--- src/rtl/systolic_pkg.sv ---
// ----------------------------------------------------------------------------
// systolic_pkg
// Shared definitions for the systolic array feeders:
//   - feed_state_e : feeder FSM encoding (IDLE / FEED / FLUSH)
//   - DEFAULT_WIDTH: default operand width per lane (matches the PE width)
//   - clog2_f      : ceiling log2 usable in parameter/port width expressions
// ----------------------------------------------------------------------------
package systolic_pkg;

  typedef enum logic [1:0] {
    ST_IDLE  = 2'd0,
    ST_FEED  = 2'd1,
    ST_FLUSH = 2'd2
  } feed_state_e;

  localparam int DEFAULT_WIDTH = 16;

  // Smallest n with 2**n >= value; returns 0 for value <= 1.
  function automatic int clog2_f(input int value);
    int result;
    int span;
    result = 32'sd0;
    span   = 32'sd1;
    for (int i = 0; i < 31; i++) begin
      if (span < value) begin
        span   = span * 32'sd2;
        result = result + 32'sd1;
      end else begin
        span   = span;
      end
    end
    return result;
  endfunction

endpackage

--- src/rtl/skew_delay_line.sv ---
// ----------------------------------------------------------------------------
// skew_delay_line
// DEPTH-stage shift register, every stage resets to zero. One instance per
// feeder lane produces that lane's diagonal skew.
// Ports:
//   clk   in   clock, rising edge
//   rst_n in   asynchronous active-low reset
//   d_i   in   [WIDTH-1:0] value entering stage 0 this cycle
//   q_o   out  [WIDTH-1:0] last stage (d_i delayed by DEPTH cycles)
// ----------------------------------------------------------------------------
module skew_delay_line #(
  parameter int WIDTH = 16,
  parameter int DEPTH = 1
) (
  input  logic             clk,
  input  logic             rst_n,
  input  logic [WIDTH-1:0] d_i,
  output logic [WIDTH-1:0] q_o
);

  logic [WIDTH-1:0] stage_q [DEPTH];

  // Shift register: advances every cycle, never stalls.
  always_ff @(posedge clk or negedge rst_n) begin
    if (!rst_n) begin
      for (int i = 0; i < DEPTH; i++) begin
        stage_q[i] <= '0;
      end
    end else begin
      stage_q[0] <= d_i;
      for (int i = 1; i < DEPTH; i++) begin
        stage_q[i] <= stage_q[i-1];
      end
    end
  end

  assign q_o = stage_q[DEPTH-1];

endmodule

--- src/rtl/systolic_skew_feeder.sv ---
// ----------------------------------------------------------------------------
// systolic_skew_feeder
// Edge feeder for a ROWS x COLS processing-element array. Accepts one
// ROWS-wide operand vector per beat and delays lane r by r extra cycles so
// matching a/b operands meet inside the array. Lanes carry zero whenever no
// beat is accepted. After the last beat of a tile the array is flushed for
// ROWS+COLS-1 cycles and tile_done pulses in the first idle cycle.
//
// Optional feature macro: SKEW_FEEDER_PERF_EN adds the bubble_cnt port
// (FEED cycles without s_valid, saturating, cleared after tile_done).
//
// Ports:
//   clk        in   clock, rising edge
//   reset      in   asynchronous active-low reset
//   s_valid    in   input beat valid
//   s_ready    out  feeder accepts a beat (low during FLUSH)
//   s_data     in   [ROWS*WIDTH-1:0] lane r = s_data[r*WIDTH +: WIDTH]
//   s_last     in   final beat of the tile
//   out_data   out  [ROWS*WIDTH-1:0] skewed lanes towards the array edge
//   busy       out  feeder not idle
//   tile_done  out  one-cycle pulse at flush end
//   tile_len   out  beats in the last completed tile
//   k_overflow out  sticky: MAX_K beats seen without s_last
//   bubble_cnt out  [15:0] (SKEW_FEEDER_PERF_EN only) stall cycles in FEED
// ----------------------------------------------------------------------------
module systolic_skew_feeder
  import systolic_pkg::*;
#(
  parameter int WIDTH = DEFAULT_WIDTH,
  parameter int ROWS  = 4,
  parameter int COLS  = 4,
  parameter int MAX_K = 256
) (
  input  logic                          clk,
  input  logic                          reset,
  input  logic                          s_valid,
  output logic                          s_ready,
  input  logic [ROWS*WIDTH-1:0]         s_data,
  input  logic                          s_last,
  output logic [ROWS*WIDTH-1:0]         out_data,
  output logic                          busy,
  output logic                          tile_done,
  output logic [clog2_f(MAX_K+1)-1:0]   tile_len,
  output logic                          k_overflow
`ifdef SKEW_FEEDER_PERF_EN
  ,
  output logic [15:0]                   bubble_cnt
`endif
);

  localparam int KW        = clog2_f(MAX_K + 1);
  localparam int FLUSH_LEN = ROWS + COLS - 1;
  localparam int FW        = clog2_f(FLUSH_LEN + 1);

  feed_state_e   state_q, state_d;
  logic [KW-1:0] k_q, k_d;
  logic [FW-1:0] flush_q, flush_d;
  logic [KW-1:0] len_q, len_d;
  logic          ovf_q, ovf_d;
  logic          done_q, done_d;
  logic          ready_q;
  logic          busy_q;
  logic          accept_s;
  logic          hit_max_s;

  assign accept_s  = s_valid && ready_q;
  // The MAX_K-th beat without s_last closes the tile as if s_last were set.
  assign hit_max_s = accept_s && !s_last && (k_q == KW'(MAX_K - 1));

  // Next-state logic: tile sequencing, beat count and flush timing.
  always_comb begin
    state_d = state_q;
    k_d     = k_q;
    flush_d = flush_q;
    len_d   = len_q;
    ovf_d   = ovf_q;
    done_d  = 1'b0;
    case (state_q)
      ST_IDLE, ST_FEED: begin
        if (accept_s) begin
          k_d = k_q + KW'(1'b1);
          if (s_last || hit_max_s) begin
            state_d = ST_FLUSH;
            flush_d = '0;
          end else begin
            state_d = ST_FEED;
          end
          if (hit_max_s) begin
            ovf_d = 1'b1;
          end else begin
            ovf_d = ovf_q;
          end
        end else begin
          state_d = state_q;
        end
      end
      ST_FLUSH: begin
        if (flush_q == FW'(FLUSH_LEN - 1)) begin
          state_d = ST_IDLE;
          done_d  = 1'b1;
          len_d   = k_q;
          k_d     = '0;
        end else begin
          flush_d = flush_q + FW'(1'b1);
        end
      end
      default: begin
        state_d = ST_IDLE;
      end
    endcase
  end

  // FSM state, counters and registered control outputs.
  always_ff @(posedge clk or negedge reset) begin
    if (!reset) begin
      state_q <= ST_IDLE;
      k_q     <= '0;
      flush_q <= '0;
      len_q   <= '0;
      ovf_q   <= 1'b0;
      done_q  <= 1'b0;
      ready_q <= 1'b0;
      busy_q  <= 1'b0;
    end else begin
      state_q <= state_d;
      k_q     <= k_d;
      flush_q <= flush_d;
      len_q   <= len_d;
      ovf_q   <= ovf_d;
      done_q  <= done_d;
      // Outputs are derived from the next state so they line up with state_q.
      ready_q <= (state_d != ST_FLUSH);
      busy_q  <= (state_d != ST_IDLE);
    end
  end

  assign s_ready    = ready_q;
  assign busy       = busy_q;
  assign tile_done  = done_q;
  assign tile_len   = len_q;
  assign k_overflow = ovf_q;

`ifdef SKEW_FEEDER_PERF_EN
  logic [15:0] bubble_q, bubble_d;

  // Stall counter: held through tile_done so it can be sampled, then cleared.
  always_comb begin
    bubble_d = bubble_q;
    if (done_q) begin
      bubble_d = 16'h0000;
    end else if ((state_q == ST_FEED) && !s_valid && (bubble_q != 16'hFFFF)) begin
      bubble_d = bubble_q + 16'h0001;
    end else begin
      bubble_d = bubble_q;
    end
  end

  // Stall counter register.
  always_ff @(posedge clk or negedge reset) begin
    if (!reset) begin
      bubble_q <= 16'h0000;
    end else begin
      bubble_q <= bubble_d;
    end
  end

  assign bubble_cnt = bubble_q;
`endif

  // Lane r gets r+1 stages; cycles without an accepted beat inject zero.
  for (genvar r = 0; r < ROWS; r++) begin : g_lane
    logic [WIDTH-1:0] lane_in_s;
    assign lane_in_s = accept_s ? s_data[r*WIDTH +: WIDTH] : '0;
    skew_delay_line #(
      .WIDTH (WIDTH),
      .DEPTH (r + 1)
    ) u_line (
      .clk   (clk),
      .rst_n (reset),
      .d_i   (lane_in_s),
      .q_o   (out_data[r*WIDTH +: WIDTH])
    );
  end

endmodule
--- config.mk ---
export PLATFORM = sky130hd
export DESIGN_NAME = systolic_skew_feeder
export DESIGN_NICKNAME = d
export VERILOG_FILES = /design/src/rtl/systolic_pkg.sv /design/src/rtl/skew_delay_line.sv /design/src/rtl/systolic_skew_feeder.sv
export SDC_FILE = /design/constraint.sdc
export NUM_CORES = 1
export LEC_CHECK = 0
export ABC_AREA = 1
export CORE_UTILIZATION = 49
export DETAILED_ROUTE_END_ITERATION = 16
export HOLD_SLACK_MARGIN = 0.08
export PLACE_DENSITY = 0.79
export RECOVER_POWER = 50
export SYNTH_ARGS = -nofsm -noshare
export SYNTH_HDL_FRONTEND = slang
export SYNTH_SLANG_ARGS = --single-unit
--- constraint.sdc ---
create_clock -name clk -period 1.9 [get_ports clk]
set_input_delay 0.38 -clock clk [delete_from_list [all_inputs] [get_ports clk]]
set_output_delay 0.38 -clock clk [all_outputs]
set_load 0.02 [all_outputs]
==> results.md <==
* Flops & latches, synth at ~190
* Slowest cell on the critical path: clkdlybuf4s50_1
* Post-Synthesis Cells at 479
* Vias in the first global route at about 3,600
* Port Buffers at between 100 and 150
* FF-to-FF path depth at 9
* Post-synth top area share at roughly three quarters
* Syn avg cell area at approximately 13 sq um
* CP Capture Type: output port
* P&R area growth vs syn at 30.7%
* Global-route wire length before repair at ~17,000 um
* DP Area at between 0.007 and 0.008 sq mm
* Outcome: complete, no violations
* Syn nets at about 550
* All-layer global routing usage at 18.2%
* Fin Setup TNS at 0 ps
* Max cap viols at 0
* Slowest cell delay on critical path at 610 ps
* Min Hold Slack at between 300 and 400 ps
* Seq/Total Area, Yosys at between 70% and 80%
* Reg2reg start: k_q[0]
* Ant. Diodes at 0
* VDD IR-drop max at approximately 550 uV
* # IOs at around 150
* Remaining antenna violation count at 0
* Chip height at 114 um
* Crit-path leading delay family: buffers and inverters
* Routability cong. at 0.874
* Die ar. at 0.0129 sq mm
* Starting Density at about half
* Clk_skew at 9.93 ps
* Bufs and invs on worst path at 1
* Share of total power in the clock network at 33.0%
* Critical path startpoint category: flip-flop
* Slew HR at 46.4%
* CP cell instances: clkdlybuf4s50_1
* Switching power at roughly 2.6 mW
* Min setup slack post-route at ~120 ps
* Crit path max fanout at 2
* CTS max path bufs at 2
* Via count at approximately 3,400
* Most frequent cells in the layout: dfrtp_1, clkdlybuf4s50_1, inv_1
* Critical path class: flip-flop to output port
* Chip width at between 100 and 150 um
* Pwr Density at 1240 mW/mm^2
* Fin nets at around 660
* Reg power frac at between 40 and 50%
* Layout cells sized above 1 at under 10%
* Final core occ at 66.0%
* Reg2reg end: flush_q[2]
* Final setup violation count at 0
* CTS tree: built
* Sw frac at roughly a quarter
* DRT iter0 DRCs at roughly 140
* Reg-to-reg setup timing slack at approximately 210 ps
* Hold EP: g_lane[1].u_line.q_o[5]
* Pint at 7.24 mW
* Hold Crit Start: g_lane[1].u_line.stage_q[21]
* Leakage power at 4.04 nW
* Hold-critical path depth at 0
* Core footprint at approximately 0.012 sq mm
* WP data required at ~1500 ps
* Worst-path clk slew at approximately 70 ps
* Cell taking the most area after synthesis: dfrtp_1
* Synth warn at 0
* CTS sink count at roughly 190
* Crit. Startpoint: k_overflow
* Worst slew pin tran at 803 ps
* Post-layout power at slightly below 10 mW
* Gate power share at 17.3%
* Largest net degree at the start of global routing at 65
* Mean number of vias per cell at 4.43
* Final Cycle Share at 93.7%
* Post-route cell area at roughly 0.008 sq mm
* Rows at 40
* Post-layout minimum cycle time at roughly 1800 ps
* Commonest non-fill, non-tap cell in the layout: dfrtp_1
* Fillers at a little under 900
* RSZ-0062 raised after global routing: no
* Drt total wl at about 10,000 um
* Post-CTS Setup Bufs at 0
* CTS H-tree depth at 4
* Synthesized area at between 0.006 and 0.007 sq mm
* Overflow after GRT at 0
* Initial antenna violation count at 0
* Post-placement cell count at 739
* Clk_lat worst skew at 420 ps
* Count of cell types in the netlist at 22
* DR WL/cell at about 14 um
* HPWL after DPL at ~7000 um
* Top post-synthesis cells by area: dfrtp_1, buf_4, inv_1
* Final Non-Filler Cells at between 700 and 800
* Clock Tree Root: clkbuf_16
* Max frequency at 562 MHz
* Dpl ws at between 100 and 150 ps
* Worst Hold Class: flip-flop to flip-flop
* Worst endpoint data arrival time at 1400 ps
* Hold Fails Final Rpt at 0
* Residual DRC at 0
* DR pass1 iterations at 4
* Slew Viols, Final at 0
* CTS buffer count at 17
state kept, by name, summed over array words and instances (netlist names):
| signal | count |
|---|---|
| flush_q | 3 |
| tile_done | 1 |
| busy | 1 |
| tile_len | 9 |
| k_overflow | 1 |
| g_lane.u_line.q_o | 64 |
| s_ready | 1 |
| state_q | 2 |
| g_lane.u_line.stage_q | 96 |
| k_q | 9 |
worst max-delay path by stage:
| stage | depth (start not counted) | slack [ps] | to |
|---|---|---|---|
| 3_3_place_gp | 8 | 220 | k_q[6] |
| 5_1_grt | 9 | 40 | flush_q[2] |
| 3_5_place_dp | 8 | 120 | k_q[5] |
| 6_report | 1 | 120 | k_overflow |
| 2_1_floorplan | 8 | 360 | busy |
| 4_1_cts | 1 | 90 | s_ready |
layer usage:
layer / vias up / share of wire (%) / GRT usage, %
met2: 106 / 54 / 30.9
met4: 0 / 1.6 / 8.51
met1: 1711 / 39 / 21.6
met5: - / 0 / 0
met3: 18 / 5.4 / 5.31
li1: 1583 / - / -
kinds of logic (layout without fill, tap and decap cells):
| family | Yosys count | in the layout | synth area share (%) |
|---|---|---|---|
| and+or+nand+nor | 120 | 120 | 7.99 |
| AOI/OAI and AO/OA | 26 | 26 | 2.32 |
| DFF | 187 | 187 | 76.8 |
| xor gates and xnor gates | 1 | 1 | 0.144 |
| adders and majority gates | 4 | 4 | 0.821 |
| buffers and inverters | 141 | 266 | 11.9 |
power by group through the flow:
stage	Combinational [mW]	Sequential [mW]	Clock (mW)
after CTS	1.76	4.93	3.34
after global placement	1.68	4.96	0
after detailed placement	1.75	5.00	0
final	1.71	4.91	3.26
after global routing	1.87	4.98	3.54
after floorplan	0.940	5.04	0
area by class of cell:
class / instances / area [sq um] / area share [%]
Inverter: 83 / 312 / 3.91
Clock inverter: 8 / 57.6 / 0.722
Multi-Input combinational cell: 151 / 678 / 8.51
Tap cell: 168 / 210 / 2.64
Timing Repair Buffer: 151 / 1530 / 19.2
Sequential cell: 187 / 4680 / 58.7
Clock buffer: 24 / 502 / 6.30
what timing repair did:
item	in CTS	in global routing
endpoints found under the setup margin	0	5
gates resized for setup	0	1
hold endpoints to repair	56	0
hold buffers	1	0
cells in the mapped netlist:
library cell / number
dfrtp_1: 187
inv_1: 83
nor2_1: 75
buf_4: 48
nand2_1: 34
o21ai_0: 17
buf_2: 9
nand3_1: 5
ha_1: 4
a21oi_1: 3
nand4_1: 2
o21ai_1: 2
a21oi_2: 1
a31o_2: 1
buf_6: 1
nand2_2: 1
nand4_4: 1
nor2_2: 1
nor4_1: 1
o21bai_1: 1
o22ai_1: 1
xnor2_1: 1
Power figures use the tool's default switching activity.
